`src/rtl/pipelined_addsub.sv`:
```
// pipelined_addsub: WIDTH-bit two's-complement adder/subtractor whose carry
// chain is cut into STAGES equal chunks, one chunk per pipeline stage.
//
// Handshake: a beat transfers on a rising edge when valid && ready on that
// side. The input side accepts while in_ready = !stall, where
// stall = out_valid && !out_ready. A stall freezes every pipeline register,
// so a held result stays constant until the consumer takes it. Bubbles move
// down the pipe like real beats and are never collapsed.
//
// Register levels: level 0 captures A, B' (B or ~B), the carry-in and the
// valid bit on the accept edge. Level k (1..STAGES) adds chunk k-1 with the
// carry registered at level k-1. Level STAGES drives the outputs together
// with the ovf and zero flags.
module pipelined_addsub #(
   parameter int WIDTH  = 16,
   parameter int STAGES = 4
) (
   input  logic             clk,
   input  logic             rst,
   input  logic             in_valid,
   output logic             in_ready,
   input  logic [WIDTH-1:0] A,
   input  logic [WIDTH-1:0] B,
   input  logic             C_in,
   input  logic             sub,
   output logic             out_valid,
   input  logic             out_ready,
   output logic [WIDTH-1:0] Sum,
   output logic             C_out,
   output logic             ovf,
   output logic             zero
);

   localparam int CHUNK = WIDTH / STAGES;

   // Valid bit, chunk carry and partial sum per level.
   logic [STAGES:0]                  vld_q, vld_d;
   logic [STAGES:0]                  cy_q, cy_d;
   logic [STAGES:0][WIDTH-1:0]       sum_q, sum_d;
   // Operands are only needed up to the level feeding the last adder.
   logic [STAGES-1:0][WIDTH-1:0]     opa_q, opa_d;
   logic [STAGES-1:0][WIDTH-1:0]     opb_q, opb_d;
   logic                             ovf_q, ovf_d;
   logic                             zero_q, zero_d;

   logic                             stall;
   logic [CHUNK:0]                   part;
   logic                             msb_cin;

   // Global stall: the result at the head cannot leave, so nothing moves.
   always_comb begin
      stall    = vld_q[STAGES] && !out_ready;
      in_ready = !stall;
   end

   // Next state of every level: capture, per-chunk add, final flags.
   always_comb begin
      vld_d   = vld_q;
      cy_d    = cy_q;
      sum_d   = sum_q;
      opa_d   = opa_q;
      opb_d   = opb_q;
      ovf_d   = ovf_q;
      zero_d  = zero_q;
      part    = '0;
      msb_cin = 1'b0;
      if (!stall) begin
         // Level 0: subtract is A + ~B + 1, so C_in is ignored there.
         vld_d[0] = in_valid;
         opa_d[0] = A;
         opb_d[0] = sub ? ~B : B;
         cy_d[0]  = sub ? 1'b1 : C_in;
         sum_d[0] = '0;
         // Levels 1..STAGES: resolve one chunk each, carry into the next.
         for (int k = 1; k <= STAGES; k++) begin
            vld_d[k] = vld_q[k-1];
            part = {1'b0, opa_q[k-1][(k-1)*CHUNK +: CHUNK]}
                 + {1'b0, opb_q[k-1][(k-1)*CHUNK +: CHUNK]}
                 + {{CHUNK{1'b0}}, cy_q[k-1]};
            sum_d[k] = sum_q[k-1];
            sum_d[k][(k-1)*CHUNK +: CHUNK] = part[CHUNK-1:0];
            cy_d[k]  = part[CHUNK];
         end
         // Operands ride along until the level that consumes the top chunk.
         for (int k = 1; k < STAGES; k++) begin
            opa_d[k] = opa_q[k-1];
            opb_d[k] = opb_q[k-1];
         end
         // Carry into the MSB recovered from the MSB sum bit and its operands.
         msb_cin = opa_q[STAGES-1][WIDTH-1] ^ opb_q[STAGES-1][WIDTH-1]
                 ^ sum_d[STAGES][WIDTH-1];
         ovf_d   = msb_cin ^ cy_d[STAGES];
         zero_d  = (sum_d[STAGES] == '0);
      end
   end

   // Pipeline registers; reset discards every in-flight beat at once.
   always_ff @(posedge clk or posedge rst) begin
      if (rst) begin
         vld_q  <= '0;
         cy_q   <= '0;
         sum_q  <= '0;
         opa_q  <= '0;
         opb_q  <= '0;
         ovf_q  <= 1'b0;
         zero_q <= 1'b0;
      end else begin
         vld_q  <= vld_d;
         cy_q   <= cy_d;
         sum_q  <= sum_d;
         opa_q  <= opa_d;
         opb_q  <= opb_d;
         ovf_q  <= ovf_d;
         zero_q <= zero_d;
      end
   end

   // Outputs come straight from the last level.
   always_comb begin
      out_valid = vld_q[STAGES];
      Sum       = sum_q[STAGES];
      C_out     = cy_q[STAGES];
      ovf       = ovf_q;
      zero      = zero_q;
   end

endmodule
```
`config.mk`:
```
export PLATFORM = sky130hd
export DESIGN_NAME = pipelined_addsub
export DESIGN_NICKNAME = d
export VERILOG_FILES = /design/src/rtl/pipelined_addsub.sv
export SDC_FILE = /design/constraint.sdc
export NUM_CORES = 1
export LEC_CHECK = 0
export ABC_AREA = 0
export CORE_MARGIN = 4
export CORE_UTILIZATION = 51
export DETAILED_ROUTE_END_ITERATION = 12
export PLACE_DENSITY = 0.76
export SETUP_SLACK_MARGIN = 0.4
export SLEW_MARGIN = 40
export SYNTH_ARGS = -nofsm -noshare
export SYNTH_HDL_FRONTEND = slang
export SYNTH_SLANG_ARGS = --single-unit
export TNS_END_PERCENT = 5
```
`constraint.sdc`:
```
create_clock -name clk -period 4.5 [get_ports clk]
set_input_delay 0.9 -clock clk [delete_from_list [all_inputs] [get_ports clk]]
set_output_delay 0.9 -clock clk [all_outputs]
set_load 0.05 [all_outputs]
```
# After elaboration in Yosys (flattened, before gate mapping)

Index checks and enable logic that the tools add are counted.

$add $sub $neg: 8
Muxes and demuxes: 2
Bitwise logic cells: 4
Reductions and logical operators: 4

Operators by type and width:

| operator                               | number |
|---|---|
| 4-bit by 4-bit adder with 5-bit output | 4 |
| 5-bit by 1-bit adder with 5-bit output | 4 |
| 16-bit logical NOT                     | 1 |
| 16-bit 2-to-1 mux                      | 1 |
| 16-bit inverter                        | 1 |
| 1-bit bitwise XOR                      | 3 |
| 1-bit logical NOT                      | 2 |
| 1-bit logical AND                      | 1 |
| 1-bit 2-to-1 mux                       | 1 |

Register bits: 180
Input port bits: 38
Output and inout bits: 21
Logic and storage cells: 34

# Depth between registers and ports, before layout

Gate-level depths: netlist of run 1.

Depth after elaboration: 4
Gate-level depth with buffers: 7
Mapped depth without buffers: 6

# Least setup slack after synthesis of run 1

No wires, ideal clock.

Path kind: input port to output port
From: in out_ready
To: out in_ready
Arrival time: 1.765 ns
Setup slack: 1.835 ns
Cell stages on the path: 4
Path through: nor2b_4 -> buf_4 -> inv_2 -> clkbuf_1

Cells in the longest elaborated chain, start to end: 3

RTL lines:

| what              | RTL line | RTL |
|---|---|---|
| from (decl)       | 27       | `input logic out_ready,` |
| 1-bit logical NOT | 52       | `stall = vld_q[STAGES] && !out_ready;` |
| 1-bit logical AND | 52       |  |
| 1-bit logical NOT | n/a      |  |
| to (decl)         | 21       | `output logic in_ready,` |

No other way between the ends.

# Worst setup path after layout of run 1

Ends and elaborated chain as after synthesis.

==> flow_summary.toml, run 1 <==
[cts]
root_buffer = "clkbuf_8"
cts_inserted_buffers = 17
clock_latency_ps = 510
cts-resized-gates = 0
cts_buffer_depth = 2
clkSinkCount = 132
cts.clk_slew.worst_paths_ps = 50
cts_tree = "yes"
hold_buffers = 0
cts_max_level = 4
cts_setup_buffers = 0

[logic_synthesis]
yosysUniqueCellTypes = 26
synth_top_family_by_area = "simple AND/OR/NAND/NOR gates"
syn_inst = 614
synth_simple_gate_area_share_pct = 22.6
synth-compound-area-share_pct = 4.63
syn_nets = 672
synth.largest_area_cell = "dfrtp_1"
synth_xor_area_share_pct = 3.84
synth_ff_type = "dfrtp_1"
synth_mux_area_share_pct = 0.198
yosys-top-cells-area = "dfrtp_1, nand2_1, xnor2_1"
synth.most_common_cell = "nand2_1"
netlist_area_mm2 = 0.00570
synthAdderAreaFrac_pct = 5.45
yosys-top-cells-count = "nand2_1, dfrtp_1, o21ai_0"
synth_edf_count = 0
yosys_register_bits = 132
yosysWarnings = 0
yosysTopAreaCellShare_pct = 58.0
ys_seq_area_share_pct = 58.0
synth_area_per_cell_um2 = 9.28
synthArstFlopShare_pct = 100

[setup_path]
crit_fanout = 4
worstSetupPathType = "input pin to primary output"
crit_path_start_kind = "input pin"
arrival_ps = 1820
required_ps = 3600
end_kind = "primary output"
r2r_cells = 6

[drt]
wl_per_cell_um = 12.3
vias_per_cell = 4.87
drtPass1Iterations = 5
vias = 3914
ant_nets = 0
drt_iter0_drc = 227
drc_errors = 0
finalWirelength_mm = 9.91

[placement]
gp_congestion = 0.777
place_inst = 772
dp_hpwl_mm = 6.54
placed_area_mm2 = 0.00624
io_buffers = 58

[pwr]
p_switching_w = 0.00193
p_leak_nw = 3.43
p_clk_share_pct = 26.9
p_int_w = 0.00340
switching_share_pct = 36.2
ir_drop_uv = 694
p_comb_share_pct = 34.9
p_per_area_mw_per_mm2 = 776
p_seq_share_pct = 38.2

[global_route]
grt-ovfl-total = 0
grt_pass1_wl_mm = 17.6
grtUsageTotal_pct = 17.0
first_global_vias = 3983
grt_max_degree = 91
antenna_found_initial = 0

[sta]
finClkSkew_ps = 5.59
rsz0062_at_grt = "false"
max_clock_freq_ghz = 0.368
finalSetupViolations = 0
hold_violations = 0
tightest_slew_ps = 734
tns_ps = 0
finalMaxSlewViolations = 0
min_period_over_period_pct = 60.4
slew_headroom_pct = 51.1
finalCriticalPeriod_ps = 2720

[cells_and_area]
design_area_mm2 = 0.00687
multi_input_comb_area_mm2 = 0.00209
syn2layout_area_growth_pct = 20.5
nFillCells = 926
diodes = 0
regArea_mm2 = 0.00330
nets = 709
layout.cells.non_filler = 803
drive_above_1_share_pct = 6.79

[run_status]
status = "finished clean"

[hold_path]
min_path_type = "flip-flop to flip-flop"
whs_path_depth = 1

[floorplan]
pin_count = 59
die_w_um = 114
die-area_mm2 = 0.0129
chipHeight_um = 114
num_rows = 38
core_mm2 = 0.0109
start_util_pct = 52.3

[flow_run]
maxCapViolCount = 0
==> layer usage <==
layer / track usage [%] / vias up / wire length [µm]
met5: 0 / - / 0
met4: 4.57 / 0 / 113
met3: 5.46 / 11 / 423
met2: 28.2 / 76 / 4780
met1: 21.6 / 1857 / 4590
li1: - / 1970 / -
==> state kept, by name, indices dropped and copies added (netlist names) <==
register and cells:
Sum 16, vld_q 5, opb_q 40, cy_q 5, opa_q 40, zero 1, sum_q 24, ovf 1
==> critical path, cell delays in order <==
cell	delay, ps
clkdlybuf4s50_1	440
nor2b_4	160
clkinv_2	110
buf_4	200
==> layout make-up <==
type / instances / share of cell area [%]
Sequential cell: 132 / 48.1
Multi-Input combinational cell: 427 / 30.5
Tap cell: 140 / 2.55
Clock buffer: 20 / 6.34
Inverter: 8 / 0.510
Timing Repair Buffer: 65 / 9.35
Clock inverter: 11 / 2.66
==> per-stage QoR <==
step	power (W)	worst slack, ps	utilization [%]	hold WS, ps
floorplan	0.00350	1830	-	430
global placement	0.00382	1790	57.4	446
detailed placement	0.00392	1800	57.3	444
CTS	0.00539	1790	63.0	457
global route	0.00573	1740	63.1	473
finish	0.00533	1780	63.1	453
==> path summary, 6_finish.rpt <==
check	slack, ps	endpoint	from
max	1780	in_ready	out_ready
min in group asynchronous	800	Sum[4]	rst
max reg2reg	2360	ovf	cy_q[3]
min reg2reg	450	vld_q[4]	vld_q[3]
min	450	vld_q[4]	vld_q[3]
max in group asynchronous	2930	opb_q[47]	rst
==> cells in the final DEF (no fill, tap or decap), drive strengths merged <==
master,n
a21o,6
a21oi,15
buf,9
bufinv,5
clkbuf,20
clkdlybuf4s50,56
clkinv,6
clkinvlp,2
dfrtp,132
fa,8
ha,12
inv,6
mux2,1
nand2,312
nand2b,1
nand4,1
nor2,11
nor2b,3
nor4,3
o21ai,28
or4,1
xnor2,19
xor2,6
==> power by group through the flow <==
stage | Combinational (W) | Clock [W] | Sequential, W
global route | 0.00211 | 0.00151 | 0.00211
floorplan | 0.00149 | 0 | 0.00201
global placement | 0.00179 | 0 | 0.00203
CTS | 0.00189 | 0.00146 | 0.00204
finish | 0.00186 | 0.00143 | 0.00204
detailed placement | 0.00187 | 0 | 0.00205
==> kinds of logic after synthesis <==
| kind of cell | after synthesis |
|---|---|
| and+or+nand+nor | 332 |
| adders and majority gates | 20 |
| xor gates and xnor gates | 25 |
| buffers and inverters | 55 |
| DFF | 132 |
| muxes | 1 |
| AOI/OAI and AO/OA | 49 |
(Power assumes the default switching activity.)
==> run 2, diff against run 1 <==
- clock period: 4.5 -> 2.4 ns (I/O delays scaled with it)
==> run 2 against run 1 <==
Net effect:
- register-to-register slack got worse by 2000 ps
- critical path depth fell by 3
- wire length rose by 5.0%
- critical endpoint is now Sum[14]
==> flow_summary.toml, run 2 (synthesis gave the netlist of run 1 again) <==
[hold_path]
min_path_type = "input pin to asynchronous set/reset pin"

[sta]
tightest_slew_ps = 554
finalSetupViolations = 0
tns_ps = 0
slew_headroom_pct = 63.0
hold_violations = 0
max_clock_freq_ghz = 0.463
rsz0062_at_grt = "true"
finalMaxSlewViolations = 0
finClkSkew_ps = 10.0
finalCriticalPeriod_ps = 2160
min_period_over_period_pct = 90.0
hold_slack_ps = 326

[global_route]
grt-ovfl-total = 0
first_global_vias = 4018
grt_max_degree = 141
grt_pass1_wl_mm = 18.5
antenna_found_initial = 0
grtUsageTotal_pct = 17.7

[floorplan]
core_mm2 = 0.0109
die-area_mm2 = 0.0129
die_w_um = 114
pin_count = 59
num_rows = 38
start_util_pct = 52.3
chipHeight_um = 114

[drt]
vias = 3989
finalWirelength_mm = 10.4
drc_errors = 0
drtPass1Iterations = 5
vias_per_cell = 4.96
drt_iter0_drc = 339
ant_nets = 0
wl_per_cell_um = 12.9

[cts]
cts-resized-gates = 1
cts_setup_buffers = 0
cts.clk_slew.worst_paths_ps = 60
root_buffer = "clkbuf_8"
hold_buffers = 0
cts_tree = "yes"
clkSinkCount = 132
clock_latency_ps = 510
cts_inserted_buffers = 17
cts_buffer_depth = 2
cts_max_level = 4

[setup_path]
worstSetupPathType = "flip-flop to primary output"
crit_chain = "clkdlybuf4s50_1"
worst-path-buf-inv = 1
end_kind = "primary output"
required_ps = 1920
crit_path_start_kind = "flip-flop"
critPathTopFamily = "buffers and inverters"
arrival_ps = 1680
critPathMaxStageDelay_ps = 810
slowest_stage = "clkdlybuf4s50_1"
crit_fanout = 2

[cells_and_area]
regArea_mm2 = 0.00330
most-common-layout-cells = "nand2_1, dfrtp_1, clkdlybuf4s50_1"
multi_input_comb_area_mm2 = 0.00209
finish.utilization_pct = 63.2
nFillCells = 908
layout_commonest_cell = "nand2_1"
largestRegisters = "opa_q (40), opb_q (40), sum_q (24)"
syn2layout_area_growth_pct = 20.7
diodes = 0
drive_above_1_share_pct = 7.07
nets = 711

[placement]
gp_congestion = 0.748
io_buffers = 58
dp_hpwl_mm = 6.74

[pwr]
p_int_w = 0.00610
p_seq_share_pct = 39.4
p_comb_share_pct = 36.1
p_switching_w = 0.00364
power_w = 0.00974
switching_share_pct = 37.4
p_clk_share_pct = 24.5
p_per_area_mw_per_mm2 = 1420
ir_drop_uv = 1010
p_leak_nw = 3.44

[run_status]
status = "finished clean"

[flow_run]
maxCapViolCount = 0
[run 2: worst paths after layout]
| check | from | end | slack (ps) | cells after the start |
|---|---|---|---|---|
| max in group asynchronous | rst | opb_q[41] | 1480 | 3 |
| min in group clk | Sum[2] | Sum[2] | 460 | 2 |
| max reg2reg | cy_q[3] | ovf | 330 | 6 |
| min | rst | Sum[7] | 330 | 2 |
| max | Sum[14] | Sum[14] | 240 | 1 |
| min reg2reg | Sum[2] | Sum[2] | 460 | 2 |
[run 2: layout make-up]
type	count	share of cell area, %
repair buffers	67	10.3
clock buffers	23	7.08
clock inverters	8	1.09
well taps	140	2.55
flip-flops and latches	132	48.0
multi-input cells	427	30.4
inverters	8	0.509
[run 2: metrics by stage]
| step | setup slack [ps] | instances | cell area (µm²) |
|---|---|---|---|
| final | 239 | 805 | 6880 |
| after global routing | 193 | 805 | 6880 |
| after CTS | 211 | 805 | 6870 |
| after detailed placement | 325 | 774 | 6310 |
| after global placement | 379 | 774 | 6310 |
| after floorplan | 283 | 614 | 5700 |
[run 2: layer usage]
layer | share of wire, % | vias to the layer above | global-route usage (%) | wire length [µm]
met5 | 0 | - | 0 | 0
met3 | 4.5 | 10 | 4.62 | 466
li1 | - | 1970 | - | -
met1 | 45 | 1918 | 23.0 | 4640
met4 | 0.88 | 0 | 4.81 | 91
met2 | 50 | 91 | 29.8 | 5200
[run 2: power groups by stage]
stage | Combinational, W | Clock [W] | Sequential [W]
6_report | 0.00352 | 0.00238 | 0.00384
5_1_grt | 0.00398 | 0.00253 | 0.00396
4_1_cts | 0.00357 | 0.00241 | 0.00384
3_5_place_dp | 0.00352 | 0 | 0.00386
3_3_place_gp | 0.00338 | 0 | 0.00381
2_1_floorplan | 0.00280 | 0 | 0.00377
==> run 3, diff against run 2 <==
- CORE_UTILIZATION: 51 -> 56
- CTS_BUF_LIST: unset -> sky130_fd_sc_hd__clkbuf_8 sky130_fd_sc_hd__clkbuf_16
- PLACE_DENSITY: 0.76 -> 0.79
- clock period: 2.4 -> 2 ns (I/O delays scaled with it)
==> run 3 against run 2 <==
Net effect:
- cell count down 0.12%
- wire length increased by 1.7%
- utilization rose by 7.3 points
- non-clock buffer count increased by 5
- worst setup slack got worse by 94 ps
- via count decreased by 0.60%
- critical endpoint is now ovf
- largest cell class unchanged
==> flow_summary.toml, run 3 (synthesis gave the netlist of run 1 again) <==
[cells_and_area]
nets = 716
drive_above_1_share_pct = 8.49
syn2layout_area_growth_pct = 21.5
diodes = 0
largestRegisters = "opa_q (40), opb_q (40), sum_q (24)"
layout.cells.non_filler = 804
layout_commonest_cell = "nand2_1"
most-common-layout-cells = "nand2_1, dfrtp_1, clkdlybuf4s50_1"

[drt]
vias_per_cell = 4.93
drc_errors = 0
vias = 3965
drtPass1Iterations = 5
drt_iter0_drc = 278
finalWirelength_mm = 10.6
wl_per_cell_um = 13.1
ant_nets = 0

[cts]
cts_max_level = 4
cts_inserted_buffers = 17
root_buffer = "clkbuf_8"
cts.clk_slew.worst_paths_ps = 60
clock_latency_ps = 520
clkSinkCount = 132
cts_tree = "yes"
cts_buffer_depth = 2

[global_route]
grt_max_degree = 98
grt_pass1_wl_mm = 18.4
antenna_found_initial = 0
grtUsageTotal_pct = 19.9
first_global_vias = 4001
grt-ovfl-total = 0

[setup_path]
crit_fanout = 2
crit_path_start_kind = "flip-flop"
arrival_ps = 2240
worstSetupPathType = "flip-flop to flip-flop"
end_kind = "flip-flop"
required_ps = 2390

[sta]
rsz0062_at_grt = "true"
min_period_over_period_pct = 92.8
setup_ws_ps = 145
finalMaxSlewViolations = 0
finalCriticalPeriod_ps = 1860
hold_violations = 0
max_clock_freq_ghz = 0.539
tightest_slew_ps = 516
slew_headroom_pct = 65.8
finClkSkew_ps = 8.78
tns_ps = 0
finalSetupViolations = 0

[floorplan]
num_rows = 36
die-area_mm2 = 0.0119
die_w_um = 109
pin_count = 59
chipHeight_um = 109
core_mm2 = 0.00982
start_util_pct = 58.0

[pwr]
p_per_area_mw_per_mm2 = 1710
p_leak_nw = 3.50
ir_drop_uv = 825

[placement]
io_buffers = 58
post-place-ws_ps = -9.36
gp_congestion = 0.805
place_inst = 771
dp_hpwl_mm = 6.77

[hold_path]
min_path_type = "input pin to asynchronous set/reset pin"

[flow_run]
maxCapViolCount = 0

[run_status]
status = "finished clean"
## run 3: cell types whose count changed in the layout (fill, tap and decap cells not counted), moves of 2 or more
cell and change:
clkbuf_8 -5, dlygate4sd2_1 +17, inv_1 +2, fa_1 -2, buf_4 +4, clkdlybuf4s15_1 +2, fa_2 +2, clkdlybuf4s50_1 -18
## run 3: area by class of cell
type,instances,area (µm²)
fill,763,2900
multi-input combinational,427,2120
inverter,8,35.0
timing repair buffer,72,736
sequential,132,3300
clock inverter,15,143
tap,133,166
clock buffer,17,414
## run 3: routing by layer
metal / vias up / GRT usage (%) / share of wire, % / routed length, µm
met5: - / 0 / 0 / 0
met4: 0 / 6.58 / 1.6 / 174
met3: 16 / 5.68 / 4.1 / 432
met2: 87 / 32.6 / 50 / 5250
met1: 1879 / 25.7 / 45 / 4720
li1: 1983 / - / - / -
## run 3: what timing repair did
action / in CTS / in global routing
hold buffers: 0 / 0
resized for setup: 27 / 1
setup buffers: 1 / 0
endpoints found under the setup margin: 34 / 39
hold endpoints to repair: 0 / 0
pin swaps: 4 / 2
## run 3: path summary, 6_finish.rpt
kind	from	endpoint	slack (ps)	cells after the start
max	cy_q[3]	ovf	140	6
min	rst	sum_q[52]	380	3
max reg2reg	cy_q[3]	ovf	140	6
min reg2reg	vld_q[3]	vld_q[4]	460	1
max in group asynchronous	rst	opa_q[28]	1220	3
min in group clk	A[10]	opa_q[10]	410	3
## run 3: where the power goes
| group | switching [W] | internal (W) |
|---|---|---|
| Clock | 0.00111 | 0.00175 |
| Combinational | 0.00267 | 0.00169 |
| Sequential | 0.000761 | 0.00387 |
| Total | 0.00454 | 0.00732 |
## run 3: metrics by stage
stage / area (µm²) / total power (W) / hold WS [ps] / util (%)
5_1_grt: 6920 / 0.0127 / 406 / 70.5
4_1_cts: 6910 / 0.0119 / 396 / 70.4
3_3_place_gp: 6350 / 0.00874 / 444 / 64.6
3_5_place_dp: 6350 / 0.00897 / 448 / 64.6
2_1_floorplan: 5700 / 0.00789 / 430 / -
6_report: 6920 / 0.0119 / 384 / 70.5
## run 3: critical path, cell delays in order, from the launching register on
cell	delay, ps
dfrtp_1	400
fa_2	410
fa_2	360
a21o_1	200
a21oi_2	160
xnor2_1	130
o21ai_1	70
